[config.mk]
export PLATFORM = sky130hd
export DESIGN_NAME = nn_dma_rd_arb
export DESIGN_NICKNAME = d
export VERILOG_FILES = /design/src/rtl/nn_pkg.sv /design/src/rtl/nn_rr_arb2.sv /design/src/rtl/nn_dma_rd_arb.sv
export SDC_FILE = /design/constraint.sdc
export NUM_CORES = 1
export LEC_CHECK = 0
export CAP_MARGIN = 0
export CORE_MARGIN = 2
export CORE_UTILIZATION = 35
export CTS_CLUSTER_DIAMETER = 50
export DETAILED_ROUTE_END_ITERATION = 7
export PLACE_DENSITY = 0.69
export SYNTH_ARGS = -nofsm -noshare
export SYNTH_HDL_FRONTEND = slang
export SYNTH_SLANG_ARGS = --single-unit
export TNS_END_PERCENT = 10
[constraint.sdc]
create_clock -name i_clk -period 3.15 [get_ports i_clk]
set_clock_uncertainty 0.05 [all_clocks]
set_input_delay 0.7875 -clock i_clk [delete_from_list [all_inputs] [get_ports i_clk]]
set_output_delay 0.7875 -clock i_clk [all_outputs]
set_load 0.02 [all_outputs]
[src/rtl/nn_pkg.sv]
// Shared types and constants for the NN DMA read arbiter.
package nn_pkg;

  typedef enum logic [1:0] {
    StIdle  = 2'd0,
    StBurst = 2'd1,
    StDrain = 2'd2,
    StZlen  = 2'd3
  } nn_state_e;

  localparam int unsigned REQ_IMG = 0;
  localparam int unsigned REQ_WGT = 1;

  function automatic logic [1:0] req_onehot(input logic idx);
    return idx ? 2'b10 : 2'b01;
  endfunction

endpackage

[src/rtl/nn_rr_arb2.sv]
// Two-way round-robin select; the pointer names the requester that wins a tie.
module nn_rr_arb2 (
  input  logic       i_clk,
  input  logic       i_rst,
  input  logic [1:0] req,
  input  logic       update,
  output logic [1:0] gnt
);
  import nn_pkg::*;

  logic prio_q;

  always_comb begin
    gnt = '0;
    if (req[REQ_IMG] && (!req[REQ_WGT] || !prio_q)) begin
      gnt[REQ_IMG] = 1'b1;
    end else if (req[REQ_WGT]) begin
      gnt[REQ_WGT] = 1'b1;
    end
  end

  // After granting the image side, the weight side gets the next tie.
  always_ff @(posedge i_clk) begin
    if (i_rst) begin
      prio_q <= 1'b0;
    end else if (update && (|gnt)) begin
      prio_q <= gnt[REQ_IMG];
    end
  end

endmodule

[src/rtl/nn_dma_rd_arb.sv]
// Arbitrates image/weight burst requests onto one DMA read port and routes returned words.
module nn_dma_rd_arb #(
  parameter int unsigned DMA_ADDR_WIDTH = 6,
  parameter int unsigned LEN_WIDTH      = 7,
  parameter int unsigned RD_LAT         = 1
) (
  input  logic                      i_clk,
  input  logic                      i_rst,
  input  logic [1:0]                i_req,
  input  logic [DMA_ADDR_WIDTH-1:0] i_base0,
  input  logic [DMA_ADDR_WIDTH-1:0] i_base1,
  input  logic [LEN_WIDTH-1:0]      i_len0,
  input  logic [LEN_WIDTH-1:0]      i_len1,
  output logic [1:0]                o_gnt,
  output logic                      o_dma_rd_en,
  output logic [DMA_ADDR_WIDTH-1:0] o_dma_rd_addr,
  input  logic [15:0]               i_dma_rd_data,
  output logic [1:0]                o_rd_valid,
  output logic [15:0]               o_rd_data,
  output logic [1:0]                o_done,
  output logic                      o_busy
);
  import nn_pkg::*;

  localparam logic [DMA_ADDR_WIDTH-1:0] AddrOne   = 1;
  localparam logic [LEN_WIDTH-1:0]      LenOne    = 1;
  localparam logic [1:0]                DrainInit = 2'(RD_LAT - 1);

  nn_state_e                 state_q;
  logic                      owner_q;
  logic [1:0]                gnt_q;
  logic [1:0]                done_q;
  logic                      rd_en_q;
  logic [DMA_ADDR_WIDTH-1:0] addr_q;
  logic [LEN_WIDTH-1:0]      rem_q;
  logic [1:0]                drain_q;
  logic [RD_LAT-1:0]         vld_q;
  logic [RD_LAT-1:0]         own_q;

  logic [1:0]                arb_gnt;
  logic [DMA_ADDR_WIDTH-1:0] sel_base;
  logic [LEN_WIDTH-1:0]      sel_len;

  nn_rr_arb2 u_arb (
    .i_clk  (i_clk),
    .i_rst  (i_rst),
    .req    (i_req),
    .update (state_q == StIdle),
    .gnt    (arb_gnt)
  );

  assign sel_base = arb_gnt[REQ_WGT] ? i_base1 : i_base0;
  assign sel_len  = arb_gnt[REQ_WGT] ? i_len1  : i_len0;

  always_ff @(posedge i_clk) begin
    if (i_rst) begin
      state_q <= StIdle;
      owner_q <= 1'b0;
      gnt_q   <= '0;
      done_q  <= '0;
      rd_en_q <= 1'b0;
      addr_q  <= '0;
      rem_q   <= '0;
      drain_q <= '0;
    end else begin
      gnt_q  <= '0;
      done_q <= '0;
      unique case (state_q)
        StIdle: begin
          if (|i_req) begin
            owner_q <= arb_gnt[REQ_WGT];
            gnt_q   <= arb_gnt;
            if (sel_len == '0) begin
              state_q <= StZlen;
              done_q  <= arb_gnt;
            end else begin
              state_q <= StBurst;
              rd_en_q <= 1'b1;
              addr_q  <= sel_base;
              rem_q   <= sel_len - LenOne;
            end
          end
        end
        StBurst: begin
          if (rem_q == '0) begin
            state_q <= StDrain;
            rd_en_q <= 1'b0;
            addr_q  <= '0;
            drain_q <= DrainInit;
            // Done lands in the last drain cycle, alongside the final returned word.
            if (DrainInit == 2'd0) begin
              done_q <= req_onehot(owner_q);
            end
          end else begin
            addr_q <= addr_q + AddrOne;
            rem_q  <= rem_q - LenOne;
          end
        end
        StDrain: begin
          if (drain_q == 2'd0) begin
            state_q <= StIdle;
          end else begin
            drain_q <= drain_q - 2'd1;
            if (drain_q == 2'd1) begin
              done_q <= req_onehot(owner_q);
            end
          end
        end
        StZlen: begin
          state_q <= StIdle;
        end
        default: begin
          state_q <= StIdle;
        end
      endcase
    end
  end

  // Owner-tagged valid pipeline matching the DMA read latency.
  always_ff @(posedge i_clk) begin
    if (i_rst) begin
      vld_q <= '0;
      own_q <= '0;
    end else begin
      vld_q[0] <= rd_en_q;
      own_q[0] <= owner_q;
      for (int i = 1; i < RD_LAT; i++) begin
        vld_q[i] <= vld_q[i-1];
        own_q[i] <= own_q[i-1];
      end
    end
  end

  always_comb begin
    o_rd_valid = '0;
    if (vld_q[RD_LAT-1]) begin
      o_rd_valid = req_onehot(own_q[RD_LAT-1]);
    end
  end

  assign o_gnt         = gnt_q;
  assign o_done        = done_q;
  assign o_dma_rd_en   = rd_en_q;
  assign o_dma_rd_addr = addr_q;
  assign o_rd_data     = i_dma_rd_data;
  assign o_busy        = (state_q != StIdle);

endmodule

==> flow_summary_export.csv, run 1 <==
group,metric,value,unit
status,status,"complete, no violations",
setup_path,crit_path_max_fanout,6,
logic_synthesis,ys_seq_area_share,28.1,%
die,fp.coreArea,5110,um2
detailed_routing,vias,1777,
die,ios,76,
power_and_ir_drop,combPwrFrac,47.0,%
cells_and_area,fin_util,46.3,%
setup_path,crit_arrival,2990,ps
die,rows,26,
setup_path,worstSetupEndpoint,"rem_q[5]$_SDFFE_PP0P_",
global_routing,grt_remaining_overflow,0,
sta,setup_ws,294,ps
power_and_ir_drop,ir_worst_vdd,0.224,mV
detailed_routing,drtIter0Drc,94,
setup_path,critical_path_class,"input pin to flop",
detailed_routing,first_pass_iters,4,
placed_design,pre_cts_slack,19.2,ps
setup_path,r2r-start,"state_q[1]$_SDFFE_PP0P_",
placed_design,dpl.cell_count,328,
die,start_util,36.3,%
cells_and_area,drive_above_1_share,18.0,%
global_routing,antenna_found_initial,0,
sta,report.final.slew_viol_count,0,
power_and_ir_drop,p_seq_share,37.6,%
detailed_routing,ant_nets,0,
setup_path,r2r_slack,820,ps
setup_path,crit_path_end_kind,"flop",
sta,setup_violations,0,
cells_and_area,fin_nets,313,
power_and_ir_drop,cellPowerDensity,493,nW/um2
die,die_h,76.7,um
logic_synthesis,synthCells,223,
placed_design,hpwlAfterDp,3.63,mm
cells_and_area,antenna_cells,0,
cells_and_area,syn_to_final_growth,27.6,%
placed_design,portBuffers,43,
power_and_ir_drop,power_frac_clock,15.4,%
logic_synthesis,ys_warn_count,0,
clock_tree,cts-root-buf,"clkbuf_8",
clock_tree,cts_resized,0,
power_and_ir_drop,power.leakage,0.919,nW
setup_path,regToRegEndpoint,"rem_q[6]$_SDFFE_PP0P_",
detailed_routing,drt_wl_total,4.64,mm
logic_synthesis,synthArstFlopShare,0,%
sta,fin_crit_sh,90.7,%
clock_tree,cts_tree,"done",
global_routing,globalRouteTotalUtil,16.3,%
logic_synthesis,syn-mean-instance-area,8.30,um2
clock_tree,cts_sinks,26,
placed_design,place.gp.congestion,0.908,
setup_path,cp_data_required_time,3280,ps
global_routing,grt_pass1_wl,7.90,mm
sta,tightest_slew,571,ps
setup_path,critPathLaunchType,"input pin",
power_and_ir_drop,p_total,1.16,mW
clock_tree,cts_setup_buffers,0,
clock_tree,cts_max_path_buffers,2,
global_routing,grt_pass1_vias,1673,
detailed_routing,wl_per_cell,14.0,um
cells_and_area,final_common_cell,"clkdlybuf4s50_1",
detailed_routing,vias_per_cell,5.37,
setup_path,reg2reg_depth,10,
cells_and_area,post_layout_nonfiller_instances,331,
run,drv_cap,0,
sta,fin_crit,2860,ps
power_and_ir_drop,switchingPower,0.436,mW
sta,rsz0062_at_grt,"false",
die,die_area,5890,um2
sta,hold_violations,0,
clock_tree,htreeDepth,1,
cells_and_area,mostFrequentLayoutCells,"clkdlybuf4s50_1, dfxtp_1, nor2_1",
detailed_routing,drc,0,
power_and_ir_drop,p_sw_share,37.5,%
setup_path,setup.worst_path.start,"i_req[0]",
logic_synthesis,syn_nets,273,
clock_tree,clk_pin_slew_worst_paths,80,ps
clock_tree,numCtsBuffers,3,
clock_tree,insertion_delay,260,ps
logic_synthesis,synth_area,1850,um2
die,chipWidth,76.7,um
clock_tree,cts_hold_buf,0,
logic_synthesis,synth-seq-cells,26,
power_and_ir_drop,cell_internal_pwr,0.728,mW
logic_synthesis,synth_edf_count,0,
logic_synthesis,synth_cell_type_count,58,
logic_synthesis,synth_ff_type,"dfxtp_1",
global_routing,grt_max_degree,17,
sta,maxSlewHeadroom,61.8,%
sta,max_clock_freq,350,MHz
hold_path,hp-class,"flop to flop",
sta,setup-tns-final,0,ps
-- final cells by class --
cell class,count,area [um2]
Clock buffer,3,41.3
Multi-Input combinational cell,160,1100
Tap cell,70,87.6
Timing Repair Buffer,63,581
Inverter,9,33.8
Fill cell,500,2740
Sequential cell,26,520
-- power groups by stage --
stage               registers [mW]  logic [mW]  clock network [mW]
floorplan                    0.449       0.367                   0
global placement             0.443       0.538                   0
detailed placement           0.443       0.543                   0
CTS                          0.436       0.545               0.189
global route                 0.444       0.602               0.206
finish                       0.438       0.547               0.180
-- flip-flops by register name (all words and copies together) (netlist names) --
signal,count
drain_q,2
o_dma_rd_addr,6
o_dma_rd_en,1
o_done,2
o_gnt,2
own_q,1
owner_q,1
rem_q,7
state_q,2
u_arb.prio_q,1
vld_q,1
-- logic make-up after synthesis --
group | count (synthesis) | synth area share, %
muxes | 11 | 6.22
AOI/OAI and AO/OA | 64 | 26.4
adders and majority gates | 4 | 2.70
DFF | 26 | 28.1
xor gates and xnor gates | 2 | 0.946
buffers and inverters | 37 | 12.5
and+or+nand+nor | 79 | 23.2
-- synth_stat cells (4+ instances only) --
library cell | instances | share of area, %
o21ai_0 | 9 | 2.4
nor2b_1 | 5 | 1.7
nor2_1 | 23 | 4.7
buf_4 | 19 | 7.7
mux2i_1 | 7 | 3.8
buf_2 | 5 | 1.4
mux2_2 | 4 | 2.4
nand3_1 | 8 | 2.2
o21ai_1 | 4 | 1.1
dfxtp_1 | 26 | 28
a21oi_2 | 4 | 1.9
ha_1 | 4 | 2.7
nor3_1 | 10 | 2.7
inv_1 | 8 | 1.6
nand2_1 | 11 | 2.2
a21oi_1 | 8 | 2.2
-- worst max-delay path: stages --
cell and delay (ps):
clkdlybuf4s50_1 500, nor2b_1 420, buf_4 200, o21ai_1 80, o22a_1 210, buf_4 150
nor4_1 270, xor2_1 120, a211oi_1 240
-- stage by stage --
stage | cell area, um2 | hold slack (ps)
after floorplan | 1850 | 390
after global placement | 2320 | 418
after global routing | 2360 | 447
final | 2360 | 425
after detailed placement | 2320 | 411
after CTS | 2360 | 426
-- worst min-delay path by stage --
stage,start,to,slack [ps],cells past startpoint
global placement,owner_q$_SDFFE_PP0P_,own_q$_SDFF_PP0_,420,2
global route,owner_q$_SDFFE_PP0P_,own_q$_SDFF_PP0_,450,2
detailed placement,owner_q$_SDFFE_PP0P_,own_q$_SDFF_PP0_,410,2
floorplan,owner_q$_SDFFE_PP0P_,own_q$_SDFF_PP0_,390,2
CTS,owner_q$_SDFFE_PP0P_,own_q$_SDFF_PP0_,430,2
finish,owner_q$_SDFFE_PP0P_,own_q$_SDFF_PP0_,430,2
-- metal layers --
metal  wire (um)  GRT usage [%]
met4          26           2.91
met2        2280           28.4
met5           0              0
met3         267           4.00
met1        2060           20.6
No activity file was read; power rests on OpenSTA's default activity.
==> run 2: changes to the inputs <==
- CTS_CLUSTER_SIZE: unset -> 8
- PLACE_DENSITY: 0.69 -> 0.67
==> run 2 against run 1 <==
  * Via count shrank 1.4%
  * Hold slack gained 4.5 ps
  * Final area grew 0.32%
  * Flip-flop and latch count is the same
  * Worst setup slack gained 35 ps
  * Final cell count grew 0.30%
  * First-iteration DRC count grew 18%
  * Fmax grew 1.2%
  * Combinational power is essentially flat
  * Sequential power is essentially flat
  * Non-clock buffer count grew 1
  * Sequential share of layout area shrank 0.070 points
  * Critical endpoint is now rem_q[6]$_SDFFE_PP0P_
  * Largest power group unchanged
==> flow_summary_export.csv, run 2 (synthesis results as in run 1) <==
group,metric,value,unit
global_routing,grt_pass1_wl,8.11,mm
global_routing,antenna_found_initial,0,
clock_tree,htreeDepth,1,
setup_path,r2r-start,"state_q[1]$_SDFFE_PP0P_",
clock_tree,numCtsBuffers,3,
power_and_ir_drop,p_total,1.18,mW
cells_and_area,num-fill-cells,527,
power_and_ir_drop,ir_worst_vdd,0.214,mV
cells_and_area,drive_above_1_share,18.3,%
sta,holdWs,430,ps
sta,setup-tns-final,0,ps
sta,rsz0062_at_grt,"false",
status,status,"complete, no violations",
power_and_ir_drop,power.leakage,0.924,nW
sta,max_clock_freq,354,MHz
detailed_routing,drc,0,
setup_path,setup.worst_path.start,"i_req[0]",
cells_and_area,antenna_cells,0,
die,chipWidth,76.7,um
clock_tree,cts_resized,0,
sta,setup_ws,328,ps
hold_path,hp-class,"flop to flop",
detailed_routing,drt_wl_total,4.85,mm
power_and_ir_drop,cellPowerDensity,496,nW/um2
placed_design,hpwlAfterDp,3.83,mm
detailed_routing,vias_per_cell,5.28,
sta,report.final.slew_viol_count,0,
clock_tree,cts-root-buf,"clkbuf_8",
cells_and_area,mostFrequentLayoutCells,"clkdlybuf4s50_1, dfxtp_1, nor2_1",
placed_design,pre_cts_slack,54.0,ps
sta,hold_violations,0,
sta,maxSlewHeadroom,62.8,%
cells_and_area,final_common_cell,"clkdlybuf4s50_1",
setup_path,crit_path_end_kind,"flop",
sta,tightest_slew,557,ps
cells_and_area,post_layout_nonfiller_instances,332,
cells_and_area,largest-register,"rem_q",
clock_tree,cts_hold_buf,0,
global_routing,grt_max_degree,17,
cells_and_area,syn_to_final_growth,28.0,%
detailed_routing,wl_per_cell,14.6,um
cells_and_area,fin_util,46.4,%
setup_path,critical_path_class,"input pin to flop",
clock_tree,cts_max_path_buffers,2,
setup_path,regToRegEndpoint,"rem_q[6]$_SDFFE_PP0P_",
die,fp.coreArea,5110,um2
die,die_area,5890,um2
placed_design,dpl.cell_count,329,
global_routing,grt_remaining_overflow,0,
placed_design,place.gp.congestion,0.908,
die,ios,76,
clock_tree,cts_tree,"done",
detailed_routing,first_pass_iters,4,
detailed_routing,ant_nets,0,
run,drv_cap,0,
setup_path,crit_path_max_fanout,7,
global_routing,globalRouteTotalUtil,16.9,%
sta,fin_crit_sh,89.6,%
setup_path,cp_data_required_time,3260,ps
setup_path,reg2reg_depth,9,
clock_tree,cts_sinks,26,
cells_and_area,fin_nets,314,
cells_and_area,final_area,2370,um2
sta,setup_violations,0,
die,start_util,36.3,%
clock_tree,insertion_delay,270,ps
clock_tree,cts_setup_buffers,0,
placed_design,dpl_cell_area,2330,um2
sta,fin_crit,2820,ps
setup_path,critPathLaunchType,"input pin",
cells_and_area,largest_reg_flops,7,
detailed_routing,drtIter0Drc,111,
setup_path,worstSetupEndpoint,"rem_q[6]$_SDFFE_PP0P_",
setup_path,r2r_slack,790,ps
clock_tree,clk_pin_slew_worst_paths,90,ps
die,rows,26,
placed_design,portBuffers,43,
setup_path,crit_arrival,2930,ps
global_routing,grt_pass1_vias,1682,
detailed_routing,vias,1753,
die,die_h,76.7,um
==> run 2: changes by cell type in the layout (fill, tap and decap cells not counted) <==
| cell | change |
|---|---|
| buf_4 | +1 |
==> run 2: area by class of cell <==
class / count / area (um2) / area share [%]
multi-input cells: 160 / 1100 / 46.4
repair buffers: 64 / 588 / 24.8
flip-flops and latches: 26 / 520 / 22.0
inverters: 9 / 33.8 / 1.42
clock buffers: 3 / 41.3 / 1.74
well taps: 70 / 87.6 / 3.69
==> run 2: layer usage <==
layer	vias up	track usage, %	wire length (um)
met5	-	0	0
met1	824	23.0	2240
met4	0	6.00	97
li1	871	-	-
met2	52	26.1	2280
met3	6	3.76	240
==> run 2: worst min path at each step <==
| stage | end | start | cells past startpoint |
|---|---|---|---|
| after floorplan | own_q$_SDFF_PP0_ | owner_q$_SDFFE_PP0P_ | 2 |
| after global placement | own_q$_SDFF_PP0_ | owner_q$_SDFFE_PP0P_ | 2 |
| after detailed placement | own_q$_SDFF_PP0_ | owner_q$_SDFFE_PP0P_ | 2 |
| after CTS | own_q$_SDFF_PP0_ | owner_q$_SDFFE_PP0P_ | 2 |
| after global routing | own_q$_SDFF_PP0_ | owner_q$_SDFFE_PP0P_ | 2 |
| final | own_q$_SDFF_PP0_ | owner_q$_SDFFE_PP0P_ | 2 |
==> run 2: worst max-delay path, cell delays in order <==
cell and delay, ps:
clkdlybuf4s50_1 440, nor2b_1 200, buf_4 170, o21ai_0 150, a31oi_1 130, inv_1 80
ha_1 160, inv_1 50, or4b_1 540, mux2i_1 160, a21oi_1 80
==> run 2: where the power goes <==
group          switching [mW]  total [mW]  internal (mW)
sequential             0.0568       0.437          0.380
clock                   0.103       0.189         0.0857
combinational           0.288       0.550          0.262
==> run 3: changes to the inputs <==
- PLACE_DENSITY: 0.67 -> unset
- PLACE_DENSITY_LB_ADDON: unset -> 0.1
==> run 3 against run 2 <==
  * Combinational power increased by 3%
  * Critical path type unchanged
  * Critical path depth decreased by 3
  * Highest routed layer unchanged
  * Sequential share of layout area decreased by 0.34 points
  * Utilization increased by 0.73 points
  * First-iteration DRC count decreased by 34%
==> flow_summary_export.csv, run 3 (synthesis results as in run 1) <==
group,metric,value,unit
status,status,"complete, no violations",
sta,fin_crit_sh,89.3,%
clock_tree,cts_tree,"done",
global_routing,grt_remaining_overflow,0,
cells_and_area,syn_to_final_growth,30.1,%
hold_path,hold_depth,2,
cells_and_area,fin_nets,315,
global_routing,grt_pass1_wl,8.45,mm
clock_tree,cts_max_path_buffers,2,
clock_tree,htreeDepth,1,
cells_and_area,largest_reg_flops,7,
clock_tree,clk_pin_slew_worst_paths,100,ps
clock_tree,cts_sinks,26,
global_routing,grt_pass1_vias,1687,
sta,rsz0062_at_grt,"false",
cells_and_area,antenna_cells,0,
detailed_routing,wl_per_cell,15.3,um
setup_path,crit_chain,"clkdlybuf4s50_1 > nand2b_1 > buf_4 > a21boi_0 > o31ai_1 > or4b_1 > mux2i_1 > a21oi_1",
detailed_routing,ant_nets,0,
hold_path,hp-class,"flop to flop",
clock_tree,insertion_delay,280,ps
die,fp.coreArea,5110,um2
setup_path,r2r_slack,730,ps
die,rows,26,
setup_path,crit_arrival,2930,ps
sta,setup_violations,0,
detailed_routing,drtIter0Drc,73,
power_and_ir_drop,p_total,1.29,mW
clock_tree,cts_setup_buffers,0,
die,die_h,76.7,um
die,ios,76,
setup_path,r2r-start,"state_q[1]$_SDFFE_PP0P_",
placed_design,place.gp.congestion,0.833,
placed_design,portBuffers,43,
detailed_routing,vias_per_cell,5.16,
sta,fin_crit,2810,ps
clock_tree,cts_resized,0,
power_and_ir_drop,power.leakage,0.943,nW
setup_path,crit_path_max_fanout,5,
sta,setup-tns-final,0,ps
die,chipWidth,76.7,um
die,die_area,5890,um2
die,start_util,36.3,%
setup_path,critPathSlowestCell,"or4b_1",
clock_tree,cts-root-buf,"clkbuf_8",
clock_tree,numCtsBuffers,3,
sta,max_clock_freq,356,MHz
hold_path,worstHoldEndpoint,"own_q$_SDFF_PP0_",
cells_and_area,final_common_cell,"clkdlybuf4s50_1",
cells_and_area,fin_util,47.2,%
power_and_ir_drop,cellPowerDensity,535,nW/um2
setup_path,slowest_delay,540,ps
sta,maxSlewHeadroom,57.8,%
cells_and_area,largest-register,"rem_q",
hold_path,min_from,"owner_q$_SDFFE_PP0P_",
detailed_routing,drc,0,
detailed_routing,vias,1725,
placed_design,hpwlAfterDp,4.00,mm
setup_path,critical_path_class,"input pin to flop",
sta,hold_violations,0,
sta,report.final.slew_viol_count,0,
setup_path,regToRegEndpoint,"rem_q[4]$_SDFFE_PP0P_",
cells_and_area,mostFrequentLayoutCells,"clkdlybuf4s50_1, dfxtp_1, nor2_1",
global_routing,antenna_found_initial,0,
global_routing,globalRouteTotalUtil,17.7,%
setup_path,crit_path_end_kind,"flop",
cells_and_area,drive_above_1_share,18.9,%
sta,tightest_slew,631,ps
detailed_routing,drt_wl_total,5.12,mm
setup_path,reg2reg_depth,5,
global_routing,grt_max_degree,16,
power_and_ir_drop,ir_worst_vdd,0.202,mV
setup_path,critPathLaunchType,"input pin",
run,drv_cap,0,
clock_tree,cts_hold_buf,0,
setup_path,cp_data_required_time,3270,ps
detailed_routing,first_pass_iters,4,
[run 3: area by class of cell]
| cell class | instances | area (um2) |
|---|---|---|
| fill | 555 | 2700 |
| clock buffer | 3 | 41.3 |
| timing repair buffer | 65 | 596 |
| inverter | 9 | 33.8 |
| tap | 70 | 87.6 |
| clock inverter | 1 | 30.0 |
| sequential | 26 | 520 |
| multi-input combinational | 160 | 1100 |
[run 3: how the worst max path moves through the flow]
stage                     startpoint               endpoint  slack, ps  depth (start not counted)
after floorplan             i_req[0]  rem_q[6]$_SDFFE_PP0P_        580                         10
after global placement      i_req[0]  rem_q[6]$_SDFFE_PP0P_        120                          8
after detailed placement    i_req[0]  rem_q[6]$_SDFFE_PP0P_         80                          8
after CTS                   i_req[0]  rem_q[6]$_SDFFE_PP0P_        380                         11
after global routing        i_req[0]  rem_q[5]$_SDFFE_PP0P_        250                          9
final                       i_req[0]  rem_q[6]$_SDFFE_PP0P_        340                          8
[run 3: routing by layer]
metal | track usage (%) | vias up | routed length (um)
met2 | 30.1 | 43 | 2480
met5 | 0 | - | 0
li1 | - | 872 | -
met4 | 3.09 | 0 | 22
met1 | 23.1 | 808 | 2400
met3 | 3.88 | 2 | 226
[run 3: stage by stage]
stage	setup slack, ps	hold WS, ps	cells	instance area [um2]
final	338	437	334	2410
after global routing	249	471	334	2410
after CTS	379	446	334	2410
after detailed placement	84.0	432	330	2340
after global placement	121	425	330	2340
after floorplan	579	390	223	1850
[run 3: critical path: cells and delay by family]
family | cells | cell delay, ps
compound gates | 3 | 580
buf+inv | 2 | 690
mux | 1 | 170
simple gates | 2 | 700
[run 3: power by group]
group          switching (mW)  leakage (nW)  internal, mW
sequential             0.0586         0.214         0.381
combinational           0.296         0.694         0.270
clock                   0.112        0.0357         0.170
